File: src/rtl/dcache_wt.sv
// Direct-mapped, write-through, no-write-allocate data cache.
// There is one word per line. Loads that hit return data in the same cycle.
// Read misses and all stores stall the core while the backing memory is accessed.
// Saturating read-hit and read-miss counters are provided for performance inspection.
module dcache_wt #(
  parameter int unsigned NBITS  = 8,
  parameter int unsigned NLINES = 4,
  parameter int unsigned CNTW   = 8
) (
  input  logic             clock,
  input  logic             reset,
  input  logic [NBITS-3:0] Address,
  input  logic [NBITS-1:0] WriteData,
  input  logic             MemRead,
  input  logic             MemWrite,
  output logic [NBITS-1:0] ReadData,
  output logic             Stall,
  output logic             mem_req,
  output logic             mem_we,
  output logic [NBITS-3:0] mem_addr,
  output logic [NBITS-1:0] mem_wdata,
  input  logic [NBITS-1:0] mem_rdata,
  input  logic             mem_ack,
  output logic [CNTW-1:0]  hit_count,
  output logic [CNTW-1:0]  miss_count
);

  localparam int unsigned AddrW = NBITS - 2;
  localparam int unsigned IdxW  = $clog2(NLINES);
  localparam int unsigned TagW  = AddrW - IdxW;

  typedef enum logic [1:0] {StIdle, StFill, StWrite, StWdone} state_t;

  state_t               state_q;
  logic [NLINES-1:0]    valid_q;
  logic [TagW-1:0]      tag_q  [NLINES];
  logic [NBITS-1:0]     data_q [NLINES];

  logic [IdxW-1:0]      req_idx, lat_idx;
  logic [TagW-1:0]      req_tag, lat_tag;
  logic                 req_hit, lat_hit;
  logic                 is_write, is_read;

  // The live request is looked up directly.
  // mem_addr doubles as the latched address of the transaction in flight.
  assign req_idx  = Address[IdxW-1:0];
  assign req_tag  = Address[AddrW-1:IdxW];
  assign lat_idx  = mem_addr[IdxW-1:0];
  assign lat_tag  = mem_addr[AddrW-1:IdxW];
  assign req_hit  = valid_q[req_idx] && (tag_q[req_idx] == req_tag);
  assign lat_hit  = valid_q[lat_idx] && (tag_q[lat_idx] == lat_tag);

  // A simultaneous read and write is treated as a write.
  assign is_write = MemWrite;
  assign is_read  = MemRead && !MemWrite;

  // Combinational stall and load-data return
  always_comb begin
    Stall    = 1'b0;
    ReadData = '0;
    unique case (state_q)
      StIdle: begin
        if (is_write) begin
          Stall = 1'b1;
        end else if (is_read) begin
          if (req_hit) begin
            ReadData = data_q[req_idx];
          end else begin
            Stall = 1'b1;
          end
        end
      end
      StFill, StWrite: Stall = 1'b1;
      StWdone:         Stall = 1'b0;
      default:         Stall = 1'b0;
    endcase
  end

  // Controller FSM with registered backing-memory request outputs
  always_ff @(posedge clock or posedge reset) begin
    if (reset) begin
      state_q   <= StIdle;
      mem_req   <= 1'b0;
      mem_we    <= 1'b0;
      mem_addr  <= '0;
      mem_wdata <= '0;
    end else begin
      unique case (state_q)
        StIdle: begin
          if (is_write) begin
            state_q   <= StWrite;
            mem_req   <= 1'b1;
            mem_we    <= 1'b1;
            mem_addr  <= Address;
            mem_wdata <= WriteData;
          end else if (is_read && !req_hit) begin
            state_q  <= StFill;
            mem_req  <= 1'b1;
            mem_we   <= 1'b0;
            mem_addr <= Address;
          end
        end
        StFill: begin
          if (mem_ack) begin
            state_q <= StIdle;
            mem_req <= 1'b0;
          end
        end
        StWrite: begin
          if (mem_ack) begin
            state_q <= StWdone;
            mem_req <= 1'b0;
            mem_we  <= 1'b0;
          end
        end
        // One stall-free cycle lets the core retire the store.
        // The store is not re-issued in this cycle.
        StWdone: state_q <= StIdle;
        default: state_q <= StIdle;
      endcase
    end
  end

  // Line storage: fill on read ack; update on write ack only if the line is present
  always_ff @(posedge clock or posedge reset) begin
    if (reset) begin
      valid_q <= '0;
      for (int i = 0; i < NLINES; i++) begin
        tag_q[i]  <= '0;
        data_q[i] <= '0;
      end
    end else if (state_q == StFill && mem_ack) begin
      valid_q[lat_idx] <= 1'b1;
      tag_q[lat_idx]   <= lat_tag;
      data_q[lat_idx]  <= mem_rdata;
    end else if (state_q == StWrite && mem_ack && lat_hit) begin
      data_q[lat_idx] <= mem_wdata;
    end
  end

  // Saturating counters.
  // They count one event per read decision taken in the idle state.
  // The post-fill retry is counted as a hit.
  always_ff @(posedge clock or posedge reset) begin
    if (reset) begin
      hit_count  <= '0;
      miss_count <= '0;
    end else if (state_q == StIdle && is_read) begin
      if (req_hit) begin
        if (hit_count != '1) hit_count <= hit_count + CNTW'(1);
      end else begin
        if (miss_count != '1) miss_count <= miss_count + CNTW'(1);
      end
    end
  end

endmodule

File: config.mk
export PLATFORM = sky130hd
export DESIGN_NAME = dcache_wt
export DESIGN_NICKNAME = d
export VERILOG_FILES = /design/src/rtl/dcache_wt.sv
export SDC_FILE = /design/constraint.sdc
export NUM_CORES = 1
export LEC_CHECK = 0
export BUFFER_PORTS_ARGS = -buffer_cell sky130_fd_sc_hd__buf_2
export CAP_MARGIN = 40
export CORE_ASPECT_RATIO = 0.6
export CORE_MARGIN = 3
export CORE_UTILIZATION = 55
export CTS_CLUSTER_SIZE = 12
export DETAILED_ROUTE_END_ITERATION = 6
export GPL_TIMING_DRIVEN = 0
export PLACE_DENSITY_LB_ADDON = 0.12
export RECOVER_POWER = 50
export SYNTH_ARGS = -nofsm -noshare
export SYNTH_HDL_FRONTEND = slang
export SYNTH_SLANG_ARGS = --single-unit
File: constraint.sdc
create_clock -name clock -period 5.69 [get_ports clock]
set_clock_uncertainty 0.05 [all_clocks]
set_input_delay 0.2845 -clock clock [delete_from_list [all_inputs] [get_ports clock]]
set_output_delay 0.2845 -clock clock [all_outputs]
set_load 0.05 [all_outputs]
# Word-level counts from Yosys, hierarchy flattened
# Cells that the tools add are included.
# totals
register_bits	86
in_bits	27
output_inout_bits	41
# op_classes
eq_ne	11
reduce_logical	25
magnitude_cmp	6
n_addsub	2
mux	46
bitwise_logic	4
# ops
operator	count
$bwmux W32	2
$mux W32	2
$mux W8	7
$mux W4	5
$add A8 B1 Y8 const B	2
$bmux W4 S2	2
$bmux W8 S2	1
$bwmux W16	1
$demux W8 S2	1
$ne A8 B8 Y1 const B	2
$reduce_and A3 Y1	5
$mux W6	2
$mux W1	11
$logic_and A1 B1 Y1	10
$demux W4 S2	1
$eq A4 B4 Y1	2
$mux W2	4
$pmux W2 S4	1
$reduce_bool A2 Y1	4
$ge A3 B3 Y1 const B	2
$lt A2 B3 Y1 const B	2
$not A2 Y3	2
$bmux W1 S2	2
$eq A2 B2 Y1 const B	2
other kinds (15)	19

# Depth between registers and ports, before layout
# Gate-level depths: netlist of run 1.
# logic_depth
ltp_word	11
depth_mapped	10
mapped_depth_nobuf	8

# Least setup slack after synthesis of run 1
# No wires, ideal clock.
# synth_timing
path_kind	reg-to-output
startpoint	reg state_q[0]
endpoint	out ReadData[0]
required_ps	5356
path_buffers	2
t_arrival_ps	2484
path_stages_with_launch	9
path_slack_ps	2871
path_cell_list	dfrtp_1 > inv_1 > ha_1 > clkbuf_1 > nor2b_1 > nand2_1 > a2111o_1 > buf_2 > nor2b_1
# synth_between
elab_chain_len	2
# synth_lines
item	line_no	text
start: declaration	34	state_t state_q;
start signal: assignment	82	state_q <= StIdle;
start signal: assignment	91	state_q <= StWrite;
start signal: assignment	97	state_q <= StFill;
$logic_not A2 Y1	61	unique case (state_q)
$mux W8	61	
end: declaration	16	output logic [NBITS-1:0] ReadData,
# No other way between the ends.

# Worst setup path in the final report of run 1
# layout_timing
startpoint	reg state_q[0]
endpoint	out ReadData[1]
# The elaborated chain is that of the path after synthesis.

==> results of run 1 <==
metrics by stage:
| stage | hold WS, ns | cells | power [mW] | utilization | setup WS (ns) |
|---|---|---|---|---|---|
| after global placement | 0.416 | 566 | 2.44 | 0.634 | 2.05 |
| after CTS | 0.112 | 584 | 3.17 | 0.681 | 2.38 |
| after floorplan | 0.359 | 392 | 2.14 | - | 2.87 |
| final | 0.118 | 585 | 3.15 | 0.678 | 2.37 |
| after detailed placement | 0.335 | 567 | 2.48 | 0.638 | 2.65 |
| after global routing | 0.116 | 585 | 3.32 | 0.678 | 2.15 |
layer usage:
layer  GRT usage  wire (µm)  vias to the layer above
met2       0.372       4920                      118
met5           0          7                        -
met3      0.0811        950                       17
met1       0.361       5260                     1720
met4      0.0656        148                        2
li1            -          -                     1599
power by group through the flow:
stage / clock network (mW) / registers, mW / logic (mW)
finish: 0.666 / 1.13 / 1.35
global route: 0.702 / 1.17 / 1.45
CTS: 0.678 / 1.12 / 1.37
detailed placement: 0 / 1.13 / 1.36
global placement: 0 / 1.11 / 1.32
floorplan: 0 / 1.32 / 0.826
path summary, 6_finish.rpt:
path	slack, ns	from	to
max	2.37	state_q[0]	ReadData[1]
min	0.12	mem_rdata[7]	data_q[15]
max reg2reg	2.83	state_q[1]	tag_q[5]
min reg2reg	0.43	miss_count[5]	miss_count[5]
max in group asynchronous	3.73	reset	hit_count[1]
min in group asynchronous	0.94	reset	tag_q[1]
worst max-delay path, cell delays in order (launching register included):
cell      delay [ns]
dfrtp_1         0.43
inv_1           0.15
ha_1            0.16
clkbuf_1        0.25
nor2b_1         0.41
nand2_1         0.16
a2111o_1        0.40
buf_2           0.24
nor2b_1         0.17
buf_2           0.28
kinds of logic after synthesis:
kind of cell	after synthesis
AND/OR/NAND/NOR	133
flip-flops	86
multiplexers	63
AO/OA/AOI/OAI	51
buffers and inverters	35
XOR/XNOR	18
adder cells (fa/ha/maj)	6
timing repair:
action                                 CTS  global route
hold buffers                             1             0
gates resized for setup                  0             0
endpoints found under the hold margin   41             0
flip-flops by register name, indices dropped and copies added (netlist names):
name        flops
data_q         32
tag_q          16
hit_count       8
mem_wdata       8
miss_count      8
mem_addr        6
valid_q         4
state_q         2
mem_req         1
mem_we          1
cells in the final DEF (no fill, tap or decap), drive strengths merged, types with 2 or more instances in the layout:
cell,count
nand3,4
nor2b,11
nand4,7
ha,6
nor4,5
or2,3
xnor2,5
nand3b,2
bufinv,3
a221o,25
clkinv,3
a21oi,3
clkbuf,41
o22ai,2
xor2,13
and2,4
mux2,39
nand2b,9
dfrtp,86
nor3,3
nand2,36
buf,53
o21ai,4
mux2i,10
inv,16
a221oi,2
nor2,42
mux4,14
o221ai,8
nor3b,3
clkinvlp,2
final cells by class:
class                   count  share of cell area
well taps                 108              0.0249
clock inverters             7              0.0207
multi-input cells         271               0.425
flip-flops and latches     86               0.396
plain buffers              18              0.0159
inverters                  17              0.0120
clock buffers               9              0.0415
diodes                      1            0.000461
repair buffers             68              0.0629
==> results.py, run 1 <==
metrics = {
    "status": {
        "status": "complete, but fails checks",
        "violations": "max-capacitance violations, max-slew violations",
    },
    "synth": {
        "avgSynthCellArea_um2": 11.8,
        "synth_area_leader_cell": "dfrtp_1",
        "netlist.area_leader.share": 0.467,
        "synth_xor_area_frac": 0.0342,
        "yosysMostFrequentCell": "dfrtp_1",
        "synth_mux_area_frac": 0.185,
        "yosysSeqAreaShare": 0.467,
        "synth-seq-cells": 86,
        "postSynthCellCount": 392,
        "synth_top_family_by_area": "multiplexers",
        "synth_fp_nets": 425,
        "synth_fa_ha_area_frac": 0.0163,
        "async_flop_share": 1.00,
        "synth_edf_count": 0,
        "yosys.area_share.simple": 0.154,
        "yosys_warnings": 0,
        "syn_area_um2": 4610,
        "synthFlopType": "dfrtp_1",
        "synth_compound_area_frac": 0.111,
        "synth_cell_types": 48,
        "synthTopCellsByArea": "dfrtp_1, mux2_2, mux4_2",
        "yosys-top-cells-count": "dfrtp_1, nor2_1, mux2_2, nand2_1, a221o_1",
    },
    "power_and_ir_drop": {
        "combPwrFrac": 0.430,
        "p_sw_mw": 1.31,
        "pwr-share-seq": 0.359,
        "pwr-share-clk": 0.211,
        "switching_share": 0.414,
        "power.leakage_nw": 2.39,
        "p_per_area_nw_per_um2": 581,
        "p_int_mw": 1.85,
        "ir_drop_mv": 0.362,
    },
    "detailed_routing": {
        "drt_pass1_iterations": 4,
        "ant_nets": 0,
        "num_vias": 3456,
        "viasPerCell": 5.91,
        "wl_per_cell_um": 19.3,
        "drtIter0Drc": 288,
        "routed_wl_um": 11300,
        "drc_errors": 0,
    },
    "finish": {
        "fillers": 657,
        "seq_area_um2": 2150,
        "synthToLayoutAreaGrowth_pct": 17.8,
        "fin_nets": 504,
        "final_layout_size_suffix_gt1_frac": 0.296,
        "fin_area_um2": 5430,
        "multi_input_area_um2": 2310,
    },
    "floorplan": {
        "core_um2": 8010,
        "dieHeight_um": 76.9,
        "fp.dieW_um": 124,
        "io_pins": 68,
        "placementRows": 25,
        "start_util": 0.576,
        "dieArea_um2": 9550,
    },
    "sta": {
        "tightest_slew_ns": 2.00,
        "slew_headroom": -0.342,
        "finalHoldViolCount": 0,
        "layout_min_cycle_time_ns": 3.32,
        "fmax_ghz": 0.301,
        "setup_viol": 0,
        "fin_setup_tns_ns": 0,
        "slew_viol_final": 42,
        "fin_crit_sh": 0.583,
        "rsz0062_at_grt": "no",
    },
    "setup_path": {
        "crit_type": "reg2out",
        "worstPathRequired_ns": 5.36,
        "critical_path_arrival_ns": 2.99,
        "r2r_cells": 6,
        "end_kind": "primary output",
        "critPathLaunchType": "register",
        "worstPathMaxFanout": 10,
    },
    "clock_network": {
        "clock-sinks": 86,
        "cts_max_path_buffers": 2,
        "cts_inserted_buffers": 9,
        "postCtsSetupBuffers": 0,
        "clk_pin_slew_worst_paths_ns": 0.06,
        "clock_latency_ns": 0.34,
        "cts_tree": "done",
        "cts_root_buf": "clkbuf_16",
        "htreeDepth": 3,
    },
    "grt": {
        "grt_max_degree": 46,
        "gr-total-overflow": 0,
        "track_usage": 0.252,
        "antenna_found_initial": 2,
        "grt_pass1_vias": 3430,
        "grt_pass1_wl_um": 18200,
    },
    "place": {
        "gp_congestion": 0.878,
        "dpl-instance-area_um2": 5100,
        "hpwl_um": 7960,
        "port_buffers": 66,
    },
    "run": {
        "maxCapViolations": 1,
    },
    "worst_hold_path": {
        "hold_class": "in2reg",
        "whs_path_depth": 3,
    },
}
(Power assumes the default switching activity.)
==> run 2: changes to the inputs <==
Settings changed: CORE_UTILIZATION 55 to 52.
Clock period 5.69 ns to 2.75 ns, I/O delays scaled along.
==> run 2 against run 1 <==
The run now ends clean. Power increased by 110%. Worst hold slack got worse by 0.11 ns. Final cell count up 2.1%. Critical endpoint is now ReadData[7].
==> results.py, run 2 (same netlist as run 1, synthesis figures left out) <==
metrics = {
    "status": {
        "status": "finished, final reports clean",
    },
    "finish": {
        "fin_nets": 518,
        "top_regs": "data_q (32), tag_q (16)",
        "fin_area_um2": 5710,
        "largest-register": "data_q",
        "num_antenna_cells": 0,
        "layout_common_cells": "dfrtp_1, buf_2, nor2_1",
        "final_layout_size_suffix_gt1_frac": 0.329,
        "mostFrequentLayoutCell": "dfrtp_1",
        "largest_reg_flops": 32,
        "synthToLayoutAreaGrowth_pct": 23.9,
    },
    "floorplan": {
        "start_util": 0.560,
        "dieHeight_um": 78.9,
        "core_um2": 8230,
        "io_pins": 68,
        "placementRows": 25,
        "fp.dieW_um": 128,
        "dieArea_um2": 10100,
    },
    "power_and_ir_drop": {
        "ir_drop_mv": 0.826,
        "power.leakage_nw": 2.51,
        "power_mw": 6.67,
        "p_per_area_nw_per_um2": 1170,
    },
    "setup_path": {
        "worstPathRequired_ns": 2.56,
        "crit_type": "reg2out",
        "end_kind": "primary output",
        "worstPathMaxFanout": 10,
        "critPathLaunchType": "register",
        "r2r_cells": 8,
        "critical_path_arrival_ns": 2.51,
    },
    "sta": {
        "tightest_slew_ns": 1.36,
        "rsz0062_at_grt": "yes",
        "fin_crit_sh": 0.980,
        "finalHoldViolCount": 0,
        "whs_ns": 0.0103,
        "fin_setup_tns_ns": 0,
        "fmax_ghz": 0.371,
        "layout_min_cycle_time_ns": 2.70,
        "slew_headroom": 0.0881,
        "setup_viol": 0,
        "slew_viol_final": 0,
    },
    "grt": {
        "track_usage": 0.249,
        "gr-total-overflow": 0,
        "grt_pass1_wl_um": 19200,
        "grt_pass1_vias": 3714,
        "grt_max_degree": 58,
        "antenna_found_initial": 0,
    },
    "worst_hold_path": {
        "hold_class": "in2reg",
        "whs_path_depth": 2,
    },
    "detailed_routing": {
        "viasPerCell": 5.97,
        "drt_pass1_iterations": 5,
        "num_vias": 3567,
        "drtIter0Drc": 323,
        "routed_wl_um": 11900,
        "ant_nets": 0,
        "wl_per_cell_um": 20.0,
        "drc_errors": 0,
    },
    "place": {
        "port_buffers": 66,
        "hpwl_um": 8280,
        "dpl-instance-area_um2": 5100,
        "gp_congestion": 0.832,
    },
    "clock_network": {
        "htreeDepth": 3,
        "cts_root_buf": "clkbuf_16",
        "clock-sinks": 86,
        "clock_latency_ns": 0.34,
        "cts_tree": "done",
        "clk_pin_slew_worst_paths_ns": 0.06,
        "cts_max_path_buffers": 2,
        "cts_inserted_buffers": 9,
    },
    "run": {
        "maxCapViolations": 0,
    },
}
run 2: cell types whose count changed in the layout (fill, tap and decap cells not counted), moves of 3 or more:
| cell | previous run | this run |
|---|---|---|
| buf_2 | 48 | 44 |
| buf_4 | 2 | 10 |
| clkbuf_1 | 32 | 21 |
| dlygate4sd3_1 | 1 | 17 |
| mux2i_1 | 10 | 7 |
| xnor2_1 | 5 | 2 |
| xnor2_2 | 0 | 3 |
run 2: worst paths after layout:
kind,from,to,slack (ns)
worst min-delay path,Address[2],mem_addr[2],0.01
max in group asynchronous,reset,miss_count[1],0.64
min in group asynchronous,reset,tag_q[13],0.58
worst max register to register,mem_addr[0],data_q[12],0.10
worst max-delay path,tag_q[4],ReadData[7],0.05
worst min register to register,miss_count[4],miss_count[4],0.44
run 2: layer usage:
layer  up-vias  wire (µm)  track usage
met5         -          0            0
li1       1630          -            -
met3        18        950       0.0699
met1      1774       5390        0.355
met2       145       5390        0.372
met4         0        194       0.0749
run 2: layout make-up:
| cell class | instances | area, µm² |
|---|---|---|
| Multi-Input combinational cell | 271 | 2430 |
| Timing Repair Buffer | 85 | 522 |
| Sequential cell | 86 | 2150 |
| Inverter | 17 | 65.1 |
| Clock inverter | 4 | 70.1 |
| Buffer | 15 | 85.1 |
| Tap cell | 108 | 135 |
| Fill cell | 630 | 2520 |
| Clock buffer | 11 | 253 |
run 2: power breakdown:
| group | internal (mW) | leakage [nW] | total (mW) | switching (mW) |
|---|---|---|---|---|
| registers | 1.81 | 1.07 | 2.34 | 0.535 |
| clock network | 0.837 | 0.161 | 1.32 | 0.483 |
| logic | 1.24 | 1.28 | 3.01 | 1.76 |
run 2: through the flow:
stage	instances	util	setup WS, ns
6_report	597	0.694	0.0537
5_1_grt	597	0.694	-0.0217
4_1_cts	597	0.687	0.00232
3_5_place_dp	567	0.621	-0.131
3_3_place_gp	566	0.617	-0.752
2_1_floorplan	392	-	0.0171
run 2: timing repair:
item,CTS,global route
setup endpoints to repair,44,41
hold buffers,17,0
resized for setup,18,19
endpoints found under the hold margin,45,0
buffers inserted,0,1
pin swaps,0,3
run 2: worst max-delay path, stage by stage, from the launching register on:
cell and delay [ns]:
dfrtp_1 0.40, mux4_2 0.49, xor2_1 0.24, a2111o_1 0.50, buf_6 0.18, nor2b_1 0.17
buf_6 0.18
==> run 3: changes to the inputs <==
Settings changed: ABC_CLOCK_PERIOD_IN_PS set to 2750, CORE_ASPECT_RATIO 0.6 to unset, SKIP_LAST_GASP set to 1.
==> run 3 against run 2 <==
Clock power is 43% lower. Setup slack better by 0.035 ns. Combinational power is 2% lower. Via count is 2.7% lower. Worst hold slack better by 0.015 ns. The flow now finishes with violations (max-capacitance violations, max-slew violations). Register-to-register slack hardly changed. Highest routed layer unchanged. Largest power group unchanged. Critical path depth is 1 higher. Sequential cell count stayed put. Count of clock-buffer cells in the layout is 1 lower.
==> results.py, run 3 (same netlist as run 1, synthesis figures left out) <==
metrics = {
    "status": {
        "status": "complete, but fails checks",
        "violations": "max-capacitance violations, max-slew violations",
    },
    "grt": {
        "grt_pass1_vias": 3403,
        "grt_max_degree": 50,
        "gr-total-overflow": 0,
        "antenna_found_initial": 0,
        "track_usage": 0.223,
        "grt_pass1_wl_um": 17400,
    },
    "sta": {
        "layout_min_cycle_time_ns": 2.66,
        "tightest_slew_ns": 1.66,
        "whs_ns": 0.0250,
        "fin_setup_tns_ns": 0,
        "slew_headroom": -0.110,
        "finalHoldViolCount": 0,
        "fin_crit_sh": 0.968,
        "fmax_ghz": 0.376,
        "slew_viol_final": 39,
        "setup_viol": 0,
    },
    "power_and_ir_drop": {
        "pwr-share-seq": 0.386,
        "p_int_mw": 3.36,
        "p_per_area_nw_per_um2": 1080,
        "combPwrFrac": 0.490,
        "power.leakage_nw": 2.43,
        "ir_drop_mv": 0.784,
        "power_mw": 6.01,
        "switching_share": 0.440,
        "pwr-share-clk": 0.125,
        "p_sw_mw": 2.64,
    },
    "floorplan": {
        "start_util": 0.547,
        "io_pins": 68,
        "core_um2": 8420,
        "dieArea_um2": 10000,
        "placementRows": 33,
        "fp.dieW_um": 100,
        "dieHeight_um": 100,
    },
    "setup_path": {
        "path_cells": "buf_6 > mux4_2 > mux2i_2 > nand4_4 > or3_1 > nand2_1 > o221ai_2",
        "crit_path_max_incr_delay_ns": 0.63,
        "r2r_cells": 7,
        "end_kind": "register",
        "worstPathMaxFanout": 8,
        "critPathLaunchType": "register",
        "crit_type": "reg2reg",
        "worstPathRequired_ns": 2.91,
        "crit_path_top_delay_cell": "or3_1",
        "ff2ff_setup_slack_ns": 0.09,
        "critical_path_arrival_ns": 2.82,
        "r2r_start": "mem_addr[0]",
        "r2r_end": "data_q[12]",
    },
    "detailed_routing": {
        "num_vias": 3470,
        "wl_per_cell_um": 18.3,
        "drc_errors": 0,
        "drt_pass1_iterations": 5,
        "routed_wl_um": 10900,
        "viasPerCell": 5.80,
        "ant_nets": 0,
        "drtIter0Drc": 148,
    },
    "worst_hold_path": {
        "min_to": "mem_addr[3]",
        "whs_path_depth": 2,
        "min_from": "Address[3]",
        "hold_class": "in2reg",
    },
    "finish": {
        "multi_input_area_um2": 2410,
        "fin_nets": 522,
        "final_layout_size_suffix_gt1_frac": 0.318,
        "seq_area_um2": 2150,
        "synthToLayoutAreaGrowth_pct": 20.4,
        "fillers": 660,
        "num_antenna_cells": 0,
        "largest_reg_flops": 32,
        "mostFrequentLayoutCell": "dfrtp_1",
        "largest-register": "data_q",
        "fin_area_um2": 5550,
        "layout_common_cells": "dfrtp_1, nor2_1, buf_2",
        "finalNonFillerCells": 598,
        "top_regs": "data_q (32), tag_q (16)",
    },
    "place": {
        "port_buffers": 66,
        "place_inst": 564,
        "hpwl_um": 7370,
        "dpl-instance-area_um2": 5100,
        "gp_congestion": 0.883,
    },
    "clock_network": {
        "cts_tree": "done",
        "cts_root_buf": "clkbuf_8",
        "clock-sinks": 86,
        "cts_max_path_buffers": 2,
        "clock_latency_ns": 0.36,
        "cts_inserted_buffers": 9,
        "clk_pin_slew_worst_paths_ns": 0.08,
        "htreeDepth": 3,
    },
    "run": {
        "maxCapViolations": 1,
    },
}
==> run 3: changes by cell type in the layout (fill, tap and decap cells not counted), moves of 5 or more <==
cell	before	now
clkbuf_16	9	0
clkbuf_1	21	27
buf_2	44	39
clkbuf_8	2	9
==> run 3: per-layer routing <==
layer  GRT usage  routed length (µm)  vias to the layer above
met3      0.0410                 494                       11
met5           0                   0                        -
met1       0.305                4930                     1731
met4      0.0694                 119                        0
li1            -                   -                     1626
met2       0.363                5380                      102
==> run 3: worst max-delay path: cells and delay by family (launching register included) <==
kind | cells | cell delay [ns]
compound gates | 1 | 0.10
buf+inv | 1 | 0.15
flops | 1 | 0.38
mux | 2 | 0.78
simple gates | 3 | 1.04
==> run 3: what timing repair did <==
action / 4_1_cts / 5_1_grt
gates resized for setup: 14 / 20
gates cloned: 0 / 0
setup endpoints to repair: 23 / 47
pin swaps: 1 / 1
hold buffers: 18 / 0
setup buffers: 1 / 3
endpoints found under the hold margin: 54 / 0
==> run 3: worst max path at each step <==
stage          slack [ns]  depth (start not counted)            to         from
2_1_floorplan        0.02                          8    data_q[24]  mem_addr[0]
3_3_place_gp        -0.73                          2  mem_wdata[4]        reset
3_5_place_dp        -0.04                         10    data_q[12]   state_q[0]
4_1_cts             -0.05                          8   ReadData[6]   state_q[0]
5_1_grt             -0.04                          8         Stall     tag_q[2]
6_report             0.09                          7    data_q[12]  mem_addr[0]
==> run 3: final cells by class <==
class / instances / share of cell area
inverters: 17 / 0.0117
clock buffers: 10 / 0.0230
well taps: 105 / 0.0237
plain buffers: 15 / 0.0144
flip-flops and latches: 86 / 0.388
repair buffers: 89 / 0.100
clock inverters: 5 / 0.00496
multi-input cells: 271 / 0.434
==> run 3: through the flow <==
stage | setup WS [ns] | util
4_1_cts | -0.0521 | 0.650
2_1_floorplan | 0.0171 | -
3_3_place_gp | -0.733 | 0.602
3_5_place_dp | -0.0419 | 0.606
5_1_grt | -0.0369 | 0.659
6_report | 0.0887 | 0.659
==> run 3: power groups by stage <==
stage | sequential (mW) | combinational [mW] | clock (mW)
6_report | 2.32 | 2.94 | 0.749
3_5_place_dp | 2.32 | 2.77 | 0
4_1_cts | 2.30 | 2.83 | 0.782
3_3_place_gp | 2.29 | 2.72 | 0
2_1_floorplan | 2.72 | 1.71 | 0
5_1_grt | 2.39 | 3.15 | 0.824
